**src/rtl/v_lane_pkg.sv**
```systemverilog
// Shared definitions for the vector lane writeback path.
//   DATA_W / NUM_GRP / VREG_AW : result group width, max groups, vreg address width
//   LMUL_*                     : lmul group-count codes
//   wb_state_t                 : writeback FSM states
//   ngrp_of / last_idx_of      : lmul code -> group count / index of final group
package v_lane_pkg;

   localparam int unsigned DATA_W  = 128;
   localparam int unsigned NUM_GRP = 4;
   localparam int unsigned VREG_AW = 5;

   localparam logic [2:0] LMUL_1 = 3'd0;
   localparam logic [2:0] LMUL_2 = 3'd1;
   localparam logic [2:0] LMUL_4 = 3'd2;

   typedef enum logic {IDLE, DRAIN} wb_state_t;

   // Codes above LMUL_4 are treated as four groups.
   function automatic logic [2:0] ngrp_of(logic [2:0] lmul);
      logic [2:0] n;
      case (lmul)
         LMUL_1:  n = 3'd1;
         LMUL_2:  n = 3'd2;
         default: n = 3'd4;
      endcase
      return n;
   endfunction

   function automatic logic [1:0] last_idx_of(logic [2:0] lmul);
      return 2'(ngrp_of(lmul) - 3'd1);
   endfunction

endpackage

```
**src/rtl/v_lane_wb_buf.sv**
```systemverilog
// Four-entry result group holding buffer with registered read port.
//   clk, rst  : clock, asynchronous active-high reset
//   load      : capture all four groups from ld_data (entry 0 = group 1)
//   rd_en     : 0 forces the registered read data to zero
//   rd_idx    : entry to present on rd_data after the next edge
//   rd_data   : registered read data
// On a load edge the read register takes the incoming group directly so the
// first group is visible one cycle after capture.
module v_lane_wb_buf
   import v_lane_pkg::*;
(
   input  logic                             clk,
   input  logic                             rst,
   input  logic                             load,
   input  logic [NUM_GRP-1:0][DATA_W-1:0]   ld_data,
   input  logic                             rd_en,
   input  logic [1:0]                       rd_idx,
   output logic [DATA_W-1:0]                rd_data
);

   logic [NUM_GRP-1:0][DATA_W-1:0] mem_q;
   logic [DATA_W-1:0]              rd_q;

   always_ff @(posedge clk or posedge rst) begin
      if (rst) begin
         mem_q <= '0;
         rd_q  <= '0;
      end else begin
         if (load) begin
            mem_q <= ld_data;
         end
         if (!rd_en) begin
            rd_q <= '0;
         end else if (load) begin
            rd_q <= ld_data[rd_idx];
         end else begin
            rd_q <= mem_q[rd_idx];
         end
      end
   end

   assign rd_data = rd_q;

endmodule

```
**src/rtl/v_lane_wb.sv**
```systemverilog
// Writeback collector between the vector lane array and the vreg file.
//   clk, nrst              : clock, asynchronous active-high reset
//   lanes_done             : completion pulse; lmul, sel_mul, vd_addr sampled with it
//   res_valu_1..4          : ALU result groups
//   res_vmul_1..4          : MUL result groups
//   wb_valid/wb_ready      : write handshake; wb_addr, wb_data, wb_last describe the group
//   busy                   : buffer holds undrained data
//   drop_err               : one-cycle pulse when a completion could not be accepted
// All outputs are registered; next-state values for address, last flag and
// read index are computed from the post-edge state so they line up with the FSM.
module v_lane_wb
   import v_lane_pkg::*;
(
   input  logic               clk,
   input  logic               nrst,
   input  logic               lanes_done,
   input  logic [2:0]         lmul,
   input  logic               sel_mul,
   input  logic [VREG_AW-1:0] vd_addr,
   input  logic [DATA_W-1:0]  res_valu_1,
   input  logic [DATA_W-1:0]  res_valu_2,
   input  logic [DATA_W-1:0]  res_valu_3,
   input  logic [DATA_W-1:0]  res_valu_4,
   input  logic [DATA_W-1:0]  res_vmul_1,
   input  logic [DATA_W-1:0]  res_vmul_2,
   input  logic [DATA_W-1:0]  res_vmul_3,
   input  logic [DATA_W-1:0]  res_vmul_4,
   output logic               wb_valid,
   input  logic               wb_ready,
   output logic [VREG_AW-1:0] wb_addr,
   output logic [DATA_W-1:0]  wb_data,
   output logic               wb_last,
   output logic               busy,
   output logic               drop_err
);

   wb_state_t          state_q, state_d;
   logic [1:0]         k_q, k_d;
   logic [1:0]         last_idx_q, last_idx_d;
   logic [VREG_AW-1:0] base_q, base_d;
   logic [VREG_AW-1:0] addr_q, addr_d;
   logic               last_q, last_d;
   logic               drop_q, drop_d;

   logic xfer, final_xfer, accept;
   logic [NUM_GRP-1:0][DATA_W-1:0] ld_data;

   assign ld_data = sel_mul ? {res_vmul_4, res_vmul_3, res_vmul_2, res_vmul_1}
                            : {res_valu_4, res_valu_3, res_valu_2, res_valu_1};

   always_comb begin
      xfer       = (state_q == DRAIN) && wb_ready;
      final_xfer = xfer && last_q;
      // A new operation fits only when the buffer is empty or frees this cycle.
      accept     = lanes_done && ((state_q == IDLE) || final_xfer);

      state_d    = state_q;
      k_d        = k_q;
      last_idx_d = last_idx_q;
      base_d     = base_q;
      drop_d     = lanes_done && !accept;

      if (accept) begin
         state_d    = DRAIN;
         k_d        = 2'd0;
         last_idx_d = last_idx_of(lmul);
         base_d     = vd_addr;
      end else if (final_xfer) begin
         state_d = IDLE;
         k_d     = 2'd0;
      end else if (xfer) begin
         k_d = k_q + 2'd1;
      end

      // Address wraps naturally in VREG_AW bits.
      addr_d = (state_d == DRAIN) ? base_d + VREG_AW'(k_d) : '0;
      last_d = (state_d == DRAIN) && (k_d == last_idx_d);
   end

   always_ff @(posedge clk or posedge nrst) begin
      if (nrst) begin
         state_q    <= IDLE;
         k_q        <= 2'd0;
         last_idx_q <= 2'd0;
         base_q     <= '0;
         addr_q     <= '0;
         last_q     <= 1'b0;
         drop_q     <= 1'b0;
      end else begin
         state_q    <= state_d;
         k_q        <= k_d;
         last_idx_q <= last_idx_d;
         base_q     <= base_d;
         addr_q     <= addr_d;
         last_q     <= last_d;
         drop_q     <= drop_d;
      end
   end

   v_lane_wb_buf u_buf (
      .clk     (clk),
      .rst     (nrst),
      .load    (accept),
      .ld_data (ld_data),
      .rd_en   (state_d == DRAIN),
      .rd_idx  (k_d),
      .rd_data (wb_data)
   );

   assign wb_valid = (state_q == DRAIN);
   assign busy     = (state_q == DRAIN);
   assign wb_addr  = addr_q;
   assign wb_last  = last_q;
   assign drop_err = drop_q;

endmodule

```
**config.mk**
```make
export PLATFORM = sky130hd
export DESIGN_NAME = v_lane_wb
export DESIGN_NICKNAME = d
export VERILOG_FILES = /design/src/rtl/v_lane_pkg.sv /design/src/rtl/v_lane_wb_buf.sv /design/src/rtl/v_lane_wb.sv
export SDC_FILE = /design/constraint.sdc
export NUM_CORES = 2
export LEC_CHECK = 0
export ABC_AREA = 1
export CAP_MARGIN = 20
export CORE_AREA = 2 2 453 455
export CTS_CLUSTER_SIZE = 30
export DETAILED_ROUTE_END_ITERATION = 7
export DIE_AREA = 0 0 455 457
export GPL_TIMING_DRIVEN = 0
export PLACE_DENSITY = 0.34
export REMOVE_ABC_BUFFERS = 1
export SLEW_MARGIN = 20
export SYNTH_ARGS = -nofsm -noshare
export SYNTH_HDL_FRONTEND = slang
export SYNTH_SLANG_ARGS = --single-unit
```
**constraint.sdc**
```tcl
create_clock -name clk -period 46.7 [get_ports clk]
set_input_delay 7.005 -clock clk [delete_from_list [all_inputs] [get_ports clk]]
set_output_delay 7.005 -clock clk [all_outputs]
set_load 0.005 [all_outputs]
```
; ---- Word-level counts from Yosys, hierarchy flattened
; Cells that the tools add are included.
[totals]
regBits = 657
latch_bits = 0
ramBits = 0
rom_bits = 0
input_bits = 1037
output_inout_bits = 137
memories = 0
[classes]
add_sub_neg = 3
n_mul = 0
div = 0
n_lt_le_gt_ge = 1
eq_ne = 2
n_shift = 0
mux = 17
bitwise = 1
reduce_logical = 8
[op_table]
columns = op, n
row1 = binary-select mux 128 bit (select 2 bit), 2
row2 = 2-to-1 mux 128 bit, 4
row3 = 2-to-1 mux 512 bit, 1
row4 = 2-to-1 mux 2 bit, 5
row5 = 2-to-1 mux 5 bit, 2
row6 = adder 5 x 2 -> 5 bit, 1
row7 = logical AND 1 bit, 5
row8 = one-hot mux 2 bit (2 select lines), 1
row9 = "== test 3 x 1 -> 1 bit, second input constant", 1
row10 = zero test 3 bit, 1
row11 = "< comparator 2 x 3 -> 1 bit, second input constant", 1
row12 = "adder 2 x 1 -> 2 bit, second input constant", 1
row13 = == test 2 bit, 1
row14 = 2-to-1 mux 1 bit, 2
row15 = "subtractor 2 x 1 -> 2 bit, second input constant", 1
row16 = zero test 1 bit, 1
row17 = logical OR 1 bit, 1
row18 = inverter 1 bit, 1

; ---- Logic depth before layout (Yosys ltp)
[logic_depth]
depth_word = 9
mapped_depth = 15
mapped_depth_nobuf = 12

; ---- By module
; From an unflattened synthesis, not the netlist that was laid out.
[hier_totals]
cells_unflattened = 5875
area_unflattened_um2 = 41912.7
[modules_own_cells]
columns = mod, instances, cells_per_inst, area_each_um2, seq_area_each_um2
row1 = v_lane_wb_buf, 1, 5193, 34989.8, 16015.4
row2 = v_lane_wb, 1, 682, 6922.9, 425.4

; ---- Worst setup path after synthesis
; No wires, ideal clock.
[synth_timing]
kind = input port to flip-flop
from = input wb_ready
to = register addr_q[4] (netlist: wb_addr[4])
setup_time_ps = 119
arrival_time_ps = 8989
required_ps = 46581
slack_ps = 37592
path_stages = 15
cell_sequence = nand3_1 nand2_1 nand2_2 buf_2 buf_2 buf_2 nand2_1 nand2_1 ha_1 inv_1 fa_1 a21oi_1 nand2_1 o21ai_1 nor2_1
[synth_between]
elab_chain_cells = 7
[synth_lines]
columns = item, line_no
row1 = from (decl), v_lane_wb.sv:29  ; input logic wb_ready,
row2 = logical AND 1 bit, v_lane_wb.sv:52  ; xfer = (state_q == DRAIN) && wb_ready;
row3 = logical AND 1 bit, v_lane_wb.sv:53  ; final_xfer = xfer && last_q;
row4 = logical OR 1 bit, v_lane_wb.sv:55  ; accept = lanes_done && ((state_q == IDLE) || final_xfer);
row5 = logical AND 1 bit, v_lane_wb.sv:55
row6 = 2-to-1 mux 5 bit, v_lane_wb.sv:63  ; if (accept) begin
row7 = net base_d[0], v_lane_wb.sv:40  ; logic [VREG_AW-1:0] base_q, base_d;
row8 = adder 5 x 2 -> 5 bit, v_lane_wb.sv:76  ; addr_d = (state_d == DRAIN) ? base_d + VREG_AW'(k_d) : '0;
row9 = 2-to-1 mux 5 bit, v_lane_wb.sv:76
row10 = net addr_d[4], v_lane_wb.sv:41  ; logic [VREG_AW-1:0] addr_q, addr_d;
row11 = to (signal assigned), v_lane_wb.sv:94  ; addr_q <= addr_d;
row12 = to (decl), v_lane_wb.sv:41
; The timed path passes the listed nets, and every way through them passes these cells.
; A chain may end at the register's enable or synchronous reset.

; ---- Worst setup path after layout
[layout_timing]
from = input wb_ready
to = register addr_q[4] (netlist: wb_addr[4])
[layout_between]
elab_chain_cells = 7
[layout_lines]
columns = item, line_no
row1 = logical AND 1 bit *, v_lane_wb.sv:52
row2 = logical AND 1 bit, v_lane_wb.sv:53
row3 = logical OR 1 bit, v_lane_wb.sv:55
row4 = logical AND 1 bit, v_lane_wb.sv:55
row5 = 2-to-1 mux 2 bit *, v_lane_wb.sv:63
row6 = net k_d[0], v_lane_wb.sv:38  ; logic [1:0] k_q, k_d;
row7 = adder 5 x 2 -> 5 bit *, v_lane_wb.sv:76
row8 = 2-to-1 mux 5 bit *, v_lane_wb.sv:76
row9 = net addr_d[4], v_lane_wb.sv:41
; Mark *: on every way through the listed nets, which the timed path passes. The rest lies on a longest branch.

==> metrics.yaml <==
outcome:
  status: "complete, no violations"
global_routing:
  grt_pass1_vias: 34391
  grt_pass1_wl_um: 259000
  grt_max_degree: 102
  grt_antenna_before_repair: 68
  grt_use_total: 0.172
  overflow: 0
timing:
  period_share: 0.234
  setup_viol: 0
  setup_ws_ns: 35.76
  period_needed_ns: 10.94
  fmax_ghz: 0.0914
  finalSetupTns_ns: 0
  finalHoldViolCount: 0
  skew_ns: 0.0322
  fin_hold_ws_ns: 0.474
  drv_slew: 0
  worstMarginPinSlew_ns: 0.823
  relSlewSlack: 0.450
  rsz0062_at_grt: "false"
cells_and_area:
  drive_gt1_frac: 0.0460
  final_cell_area_sq_mm: 0.0519
  nets: 6466
  area_delta_synth_final_pct: 58.2
clock_tree:
  insertion_delay_ns: 0.72
  clk_pin_slew_worst_paths_ns: 0.06
  h-tree-depth: 3
  cts_root_buf: "clkbuf_16"
  cts_sinks: 657
  cts_made_buffers: 94
  cts_tree: "built"
  cts_setup_buffers: 0
  clk_path_buf_depth: 3
  cts_resized: 0
  ctsHoldBuffers: 0
drt:
  routed_wl_um: 186000
  wl_per_cell_um: 22.6
  detail-route-antenna-nets: 0
  vias: 34644
  viasPerCell: 4.21
  first_pass_iters: 5
  first_iter_violations: 2009
  drc_errors: 0
die:
  fp.coreArea_sq_mm: 0.203
  die_h_um: 457
  start_util: 0.161
  die-area_sq_mm: 0.208
  die_x_um: 455
  ios: 1174
  rows: 166
placed_design:
  place_ws_ns: 35.13
  placed_area_sq_mm: 0.0487
  hpwl_um: 136000
  place.gp.congestion: 0.821
  portBuffers: 1173
critical_path:
  cp-end-kind: "register"
  path_common_cell: "buf_16"
  critPathArrivalTime_ns: 11.53
  crit_slowest_cell: "clkdlybuf4s50_1"
  critPathLaunchType: "primary input"
  critPathMaxStageDelay_ns: 0.52
  crit_chain: "clkdlybuf4s50_1 > nand3_1 > nand2_1 > nand2_8 > buf_16 > buf_16 > nand2_8 > buf_16 > inv_1 > ha_1 > inv_1 > fa_1 > a21oi_1 > nand2_1 > o21ai_1 > nor2_1"
  required_ns: 47.30
  cp_max_fo: 84
  criticalPathCategory: "in -> reg"
logic_synthesis:
  ys_warn_count: 0
  ys_top_cells_by_area: "dfrtp_1, nand2_1, nand3_1"
  yosys.cell_types.count: 23
  synth_top_area_share: 0.502
  yosysTopAreaCell: "dfrtp_1"
  yosysSeqAreaShare: 0.502
  synthesis.area_sq_mm: 0.0328
  ys_seq_elements: 657
  avgSynthCellArea_sq_um: 7.41
  syn_inst: 4422
power:
  max-vdd-ir-drop_uv: 30.9
  power.leakage_nw: 22.4
  power_density_mw_per_mm2: 59.9
  design_power_total_mw: 3.11
hold_path:
  min_path_type: "reg -> reg"
flow_run:
  maxCapViolCount: 0
sequential cells by signal (all words and copies together), names as in the netlist:
signal	cells
wb_addr	5
base_q	5
u_buf.rd_data	128
k_q	2
last_idx_q	2
u_buf.mem_q	512
busy	1
drop_err	1
wb_last	1
critical path: cells and delay by family:
kind	cells	cell delay, ns
buffers and inverters	6	1.79
and+or+nand+nor	6	1.21
AOI/OAI and AO/OA	2	0.37
adders and majority gates	2	0.63
layer usage:
| layer | wire, um | share of wire | global-route usage |
|---|---|---|---|
| met5 | 363 | 0.0020 | 0 |
| met4 | 4820 | 0.026 | 0.0562 |
| met3 | 14200 | 0.077 | 0.0575 |
| met2 | 89100 | 0.48 | 0.286 |
| met1 | 77500 | 0.42 | 0.208 |
area by class of cell:
type | count | area (sq um)
fill | 22403 | 151000
antenna | 35 | 87.6
timing repair buffer | 1268 | 14100
inverter | 19 | 86.3
tap | 2688 | 3360
clock inverter | 29 | 313
sequential | 657 | 16400
clock buffer | 141 | 2800
multi-input combinational | 3386 | 14700
layout by cell type, fill, tap and decap left out, types with 2 or more instances in the layout:
master and count:
dfrtp_1 657, buf_16 59, bufinv_16 5, clkinvlp_4 2
a31oi_1 384, nand2_8 2, clkbuf_1 22, clkdlybuf4s50_1 1172
buf_12 36, ha_1 2, clkbuf_16 96, nor2_1 392
clkbuf_8 23, a21oi_1 133, o21ai_0 7, nand3_1 562
nand2_1 1892, inv_8 2, nor2_4 4, diode_2 35
clkinv_2 17, clkinv_4 2, inv_1 17
metrics by stage:
| step | util | instances |
|---|---|---|
| CTS | 0.255 | 8188 |
| global placement | 0.227 | 7923 |
| finish | 0.255 | 8223 |
| detailed placement | 0.239 | 8018 |
| floorplan | - | 4062 |
| global route | 0.255 | 8215 |
kinds of logic (layout without fill, tap and decap cells):
group,Yosys count,count (layout),share of synthesized area
buffers and inverters,379,1457,0.0525
other,0,35,0
XOR/XNOR,1,1,0.000267
AND/OR/NAND/NOR,2855,2855,0.349
flip-flops,657,657,0.502
adder cells (fa/ha/maj),3,3,0.00137
AO/OA/AOI/OAI,527,527,0.0953
worst paths after layout:
kind	from	end	slack, ns	depth (start not counted)
hold / removal	u_buf.mem_q[5]$_DFFE_PP0N_	u_buf.mem_q[5]$_DFFE_PP0N_	0.47	2
max in group asynchronous	nrst	u_buf.mem_q[504]$_DFFE_PP0N_	38.11	6
hold reg to reg	u_buf.mem_q[5]$_DFFE_PP0N_	u_buf.mem_q[5]$_DFFE_PP0N_	0.47	2
setup / recovery	wb_ready	wb_addr[4]$_DFF_PP0_	35.76	16
min in group asynchronous	nrst	u_buf.mem_q[483]$_DFFE_PP0N_	6.67	2
setup reg to reg	busy$_DFF_PP0_	wb_addr[4]$_DFF_PP0_	42.05	15
synthesized netlist by cell type, drive strengths merged:
master,n
a21boi,1
a21oi,133
a31oi,384
buf,199
clkbuf,161
dfrtp,657
fa,1
ha,2
inv,19
nand2,1894
nand3,563
nand3b,1
nand4,1
nor2,396
o21a,1
o21ai,8
xor2,1
power breakdown:
group          internal [mW]  switching (mW)
registers              0.860           0.141
clock network          0.440           0.301
logic                  0.595           0.768
Power figures use the tool's default switching activity.
